==> src/rtl/quire_accumulator.sv <==
// quire_accumulator: registered signed quire accumulation with per-beat wrap or saturation.
// Beats are summed over a valid/ready handshake, and the result is held until out_ready takes it.
module quire_accumulator #(
   parameter int QW  = 64,
   parameter int CW  = 16,
   parameter int SAT = 1
) (
   input  logic          clk,
   input  logic          rst,
   input  logic          flush,
   input  logic          in_valid,
   output logic          in_ready,
   input  logic [QW-1:0] in_data,
   input  logic          in_last,
   output logic          out_valid,
   input  logic          out_ready,
   output logic [QW-1:0] out_data,
   output logic [CW-1:0] out_count,
   output logic          out_ovf
);
   typedef enum logic {ACC, HOLD} state_t;
   state_t        state;
   logic [QW-1:0] acc, sum, nxt;
   logic [CW-1:0] count;
   logic          ovf, over;
   assign in_ready  = state == ACC && !flush && !rst;
   assign sum       = acc + in_data;
   assign over      = acc[QW-1] == in_data[QW-1] && sum[QW-1] != acc[QW-1];
   // the rail follows the operand sign, so both operands agree on it when overflow occurs
   assign nxt       = over && SAT != 0 ? {in_data[QW-1], {(QW-1){~in_data[QW-1]}}} : sum;
   assign out_data  = acc;
   assign out_count = count;
   assign out_ovf   = ovf;
   always_ff @(posedge clk) begin
      if (rst) begin
         state     <= ACC;
         acc       <= '0;
         count     <= '0;
         ovf       <= 1'b0;
         out_valid <= 1'b0;
      end else if (state == ACC) begin
         if (flush) begin
            acc   <= '0;
            count <= '0;
            ovf   <= 1'b0;
         end else if (in_valid) begin
            acc   <= nxt;
            count <= count + CW'(count != '1);
            ovf   <= ovf | over;
            if (in_last) begin
               state     <= HOLD;
               out_valid <= 1'b1;
            end
         end
      end else if (out_ready) begin
         state     <= ACC;
         acc       <= '0;
         count     <= '0;
         ovf       <= 1'b0;
         out_valid <= 1'b0;
      end
   end
endmodule

==> config.mk <==
export PLATFORM = sky130hd
export DESIGN_NAME = quire_accumulator
export DESIGN_NICKNAME = d
export VERILOG_FILES = /design/src/rtl/quire_accumulator.sv
export SDC_FILE = /design/constraint.sdc
export NUM_CORES = 1
export LEC_CHECK = 0
export ABC_AREA = 1
export CORE_ASPECT_RATIO = 0.7
export CORE_UTILIZATION = 39
export DETAILED_ROUTE_END_ITERATION = 6
export PLACE_DENSITY_LB_ADDON = 0.05
export SLEW_MARGIN = 10
export SYNTH_ARGS = -nofsm -noshare
export SYNTH_HDL_FRONTEND = slang
export SYNTH_SLANG_ARGS = --single-unit
==> constraint.sdc <==
create_clock -name clk -period 9.6 [get_ports clk]
set_input_delay 1.92 -clock clk [delete_from_list [all_inputs] [get_ports clk]]
set_output_delay 1.92 -clock clk [all_outputs]
set_load 0.01 [all_outputs]
Word-level counts from Yosys, hierarchy flattened:

Index checks and enable logic that the tools add are counted.

* register bits: 83
* input port bits: 70
* output and inout port bits: 83
* logic and storage cells: 47

* add/subtract/negate cells: 2
* eq/ne operators: 5
* multiplexer cells: 22
* bitwise gates (word level): 3
* reduce and logical (&&, ||, !) cells: 10

Operators by type and width (count)
* $mux W64: 5
* $add A64 B64 Y64: 1
* $mux W16: 4
* $add A16 B1 Y16: 1
* $ne A16 B16 Y1 const B: 1
* $mux W1: 13
* $reduce_and A4 Y1: 1
* $reduce_bool A2 Y1: 2
* $logic_and A1 B1 Y1: 3
* $reduce_bool A3 Y1: 1
* $logic_not A1 Y1: 2
* $ne A2 B1 Y1 const B: 1
* $ne A2 B2 Y1 const B: 1
* $not A1 Y1: 2
* $reduce_and A2 Y1: 1
* $eq A1 B1 Y1: 1
* $ne A1 B1 Y1: 1
* $or A1 B1 Y1: 1

Longest topological paths before layout:

* depth after elaboration: 7
* gate-level depth with buffers: 20
* depth with buffers taken out: 20

Least setup slack after synthesis:

OpenSTA, ideal clock, no wires.

* path type: in2reg
* start point: input in_data[13]
* end point: register acc[2] (netlist: out_data[2])
* library setup time: 0.132 ns
* arrival: 4.627 ns
* data required time: 9.468 ns
* setup slack: 4.841 ns
* stages: 19
* buffers on the path: 1
* path through: ha_1 -> nand2_1 -> inv_1 -> nand2_1 -> nand2_1 -> nand2_1 -> nand2_1 -> a21oi_1 -> nand2_1 -> nand2_1 -> nand2_1 -> a41oi_1 -> fa_1 -> and3_1 -> nor2_2 -> clkbuf_1 -> o21ai_0 -> nand2_1 -> a21oi_1

* word-level cells in the longest chain between the ends: 7

RTL lines
* start: declaration: RTL line 13 `input logic [QW-1:0] in_data,`
* $add A64 B64 Y64: RTL line 27 `assign sum = acc + in_data;`
* $ne A1 B1 Y1: RTL line 28 `assign over = acc[QW-1] == in_data[QW-1] && sum[QW-1] != acc[QW-1];`
* $logic_and A1 B1 Y1: RTL line 28
* $mux W64: RTL line 30 `assign nxt = over && SAT != 0 ? {in_data[QW-1], {(QW-1){~in_data[QW-1]}}} : sum;`
* $mux W64: RTL line 46 `end else if (in_valid) begin`
* $mux W64: RTL line 42 `if (flush) begin`
* $mux W64: RTL line 41 `end else if (state == ACC) begin`
* end signal: assignment: RTL line 47 `acc <= nxt;`
* end: declaration: RTL line 23 `logic [QW-1:0] acc, sum, nxt;`

Every way passes these cells. The select of a mux whose other input is x is not followed.
A chain may end at the register's enable or synchronous reset.

Final worst setup path:

* start point: input in_data[21]
* end point: register acc[13] (netlist: out_data[13])

Same word-level chain as after synthesis.

==> impl_metrics.toml <==
[status]
status = "completed"

[critical_path]
cp.depth = 17
slowest_stage = "nor3_4"
cp_top_family = "simple AND/OR/NAND/NOR gates"
path_buf_inv = 3
r2r-start = "out_data[21]"
critPathLaunch = "in_data[21]"
crit_chain = "clkdlybuf4s50_1 -> ha_1 -> nand2_1 -> nor2_1 -> nand2_1 -> inv_1 -> a21oi_1 -> nand2_1 -> nand2_1 -> nand2_1 -> a41oi_1 -> fa_1 -> and3_1 -> nor3_4 -> buf_4 -> o21ai_0 -> a21oi_1"
crit_top_cell = "nand2_1"
max_stage_delay_ns = 0.90
r2r_cells = 16
required_ns = 9.90
path_max_fanout = 38
start_kind = "primary input"
worst_setup_path_end_kind = "flip-flop"
critPathKind = "primary input to flip-flop"
cp_data_arrival_time_ns = 6.58

[clocking]
ctsHoldBuffers = 0
numClockSinks = 83
cts-resized-gates = 0
cts_setup_buffers = 0
path_clk_slew_ns = 0.07
cts_tree = "built"
cts_buffer_depth = 2
cts_max_level = 3
numCtsBuffers = 9
clock_latency_ns = 0.38
cts-root-buf = "clkbuf_16"

[synthesis]
synth_area_leader_cell = "nand2_1"
synth.area.top_cells = "nand2_1 (29%), dfxtp_1 (19%), inv_1 (13%)"
synth_compound_area_frac = 0.103
ys.flop_type = "dfxtp_1"
synth_nets = 1809
synth_edf_count = 0
async_flop_share = 0
synth_cell_type_count = 39
synthMuxAreaShare = 0
avgSynthCellArea_um2 = 5.32
yosys.area_share.xor_xnor = 0.0227
yosysWarnings = 0
ys_seq_area_frac = 0.187
yosysMostFrequentCell = "nand2_1"
synth_top_family_by_area = "simple AND/OR/NAND/NOR gates"
yosys-top-cells-count = "nand2_1 (692), inv_1 (304), a21oi_1 (124)"
synthCells = 1672
synth_top_area_frac = 0.292
ys_ff_latch = 83
synthAdderAreaFrac = 0.0960
yosys.area_share.simple = 0.438
syn_area_um2 = 8890

[hold_path]
hp-start = "out_count[8]"
min_path_type = "flip-flop to flip-flop"
hold_depth = 2

[route]
routed_wirelength_mm = 34.7
routed_via_density = 4.91
first_iter_violations = 947
postRouteAntennaNets = 0
vias = 10415
wl_per_cell_um = 16.4
drc = 0
firstDrtPassIters = 6

[sta]
fmax_mhz = 159
rsz0062_at_grt = "no"
fin_crit_ns = 6.28
setup_slack_ns = 3.32
worst_slew_pin_slew_ns = 1.13
finalCritPeriodShare = 0.655
skew_ns = 0.0110
finalSetupViolCount = 0
slew_headroom = 0.242
tns_ns = 0
timing.final.max_slew_violations = 0
finalHoldViolations = 0
timing.hold.ws_ns = 0.468

[layout]
drive_gt1_frac = 0.0358
fin_area_um2 = 11000
nets = 1950
num_antenna_cells = 0
area_growth_pct = 24.1

[place]
dp_hpwl_mm = 28.3
placed_cell_area_um2 = 10700
gp_congestion = 0.987
dp_slack_ns = 3.00
io_buffers = 152

[floorplanning]
rows = 45
die_w_um = 182
initial_core_util = 0.404
core_um2 = 22000
die_area_um2 = 23400
die_h_um = 128
io_pins = 153

[global_routing]
grt_first_pass_wirelength_mm = 53.8
grt_max_degree = 71
antenna_found_initial = 0
gr-total-overflow = 0
grt_pass1_vias = 9514
grtUsageTotal = 0.304

[pwr]
powerDensity_nw_per_um2 = 127
peakVddDrop_mv = 0.0854
total_power_w = 0.00140
p_leak_nw = 5.96

[job]
cap_violations = 0
-- layer usage --
| metal | vias up | track usage | part of all wire |
|---|---|---|---|
| li1 | 5369 | - | - |
| met1 | 4616 | 0.480 | 0.54 |
| met4 | 0 | 0.0559 | 0.010 |
| met3 | 21 | 0.0835 | 0.098 |
| met2 | 409 | 0.398 | 0.36 |
| met5 | - | 0 | 0 |
-- stage by stage --
| stage | std cells | utilization |
|---|---|---|
| CTS | 2122 | 0.501 |
| detailed placement | 2107 | 0.487 |
| global route | 2122 | 0.501 |
| global placement | 2107 | 0.487 |
| finish | 2122 | 0.501 |
| floorplan | 1672 | - |
-- placed cells by master (no fill, tap or decap), types with 2 or more instances in the layout --
| cell type | Yosys | layout |
|---|---|---|
| nor3_2 | 4 | 3 |
| bufinv_16 | 0 | 2 |
| nor2_1 | 118 | 118 |
| clkinv_1 | 3 | 3 |
| nand4_1 | 6 | 6 |
| nor2_2 | 3 | 3 |
| ha_1 | 65 | 65 |
| nand3_1 | 102 | 102 |
| o21ai_1 | 23 | 23 |
| clkbuf_16 | 0 | 9 |
| inv_2 | 29 | 29 |
| o21bai_1 | 4 | 4 |
| fa_1 | 2 | 2 |
| and3_1 | 2 | 2 |
| o21ai_0 | 20 | 20 |
| nor4_1 | 3 | 3 |
| a21oi_1 | 124 | 124 |
| inv_1 | 304 | 304 |
| dfxtp_1 | 83 | 83 |
| clkdlybuf4s50_1 | 0 | 151 |
| nand3b_1 | 2 | 2 |
| nand2_2 | 2 | 2 |
| a21o_1 | 2 | 2 |
| nor3_1 | 17 | 17 |
| buf_4 | 0 | 4 |
| xor2_1 | 23 | 23 |
| nand2_1 | 692 | 692 |
-- flip-flops by register name, summed over array words and instances (netlist names) --
name,count
out_valid,1
out_data,64
out_count,16
out_ovf,1
state,1
-- power breakdown --
part | internal, W | total [W] | leakage (nW) | switching (W)
sequential | 0.000372 | 0.000397 | 0.678 | 0.0000249
combinational | 0.000219 | 0.000608 | 5.13 | 0.000389
clock | 0.000228 | 0.000400 | 0.152 | 0.000172
total | 0.000819 | 0.00140 | 5.96 | 0.000585
-- logic make-up after synthesis --
logic type               count (synthesis)
buffers and inverters                  362
AND/OR/NAND/NOR                        960
XOR/XNOR                                23
adder cells (fa/ha/maj)                 67
flip-flops                              83
AO/OA/AOI/OAI                          177
-- final timing paths --
kind                   to  slack, ns
max          out_data[13]       3.32
min          out_count[8]       0.47
max reg2reg  out_data[13]       4.90
min reg2reg  out_count[8]       0.47
-- worst min-delay path, stage by stage (launching register included) --
cell,delay (ns)
dfxtp_1,0.32
inv_1,0.05
a21oi_1,0.05
-- cell type report --
class / instances / area (µm²)
fill: 2419 / 11000
multi-input combinational: 1227 / 5870
tap: 305 / 382
clock buffer: 9 / 225
timing repair buffer: 156 / 1550
inverter: 336 / 1260
clock inverter: 6 / 90.1
sequential: 83 / 1660
(Power assumes the default switching activity.)
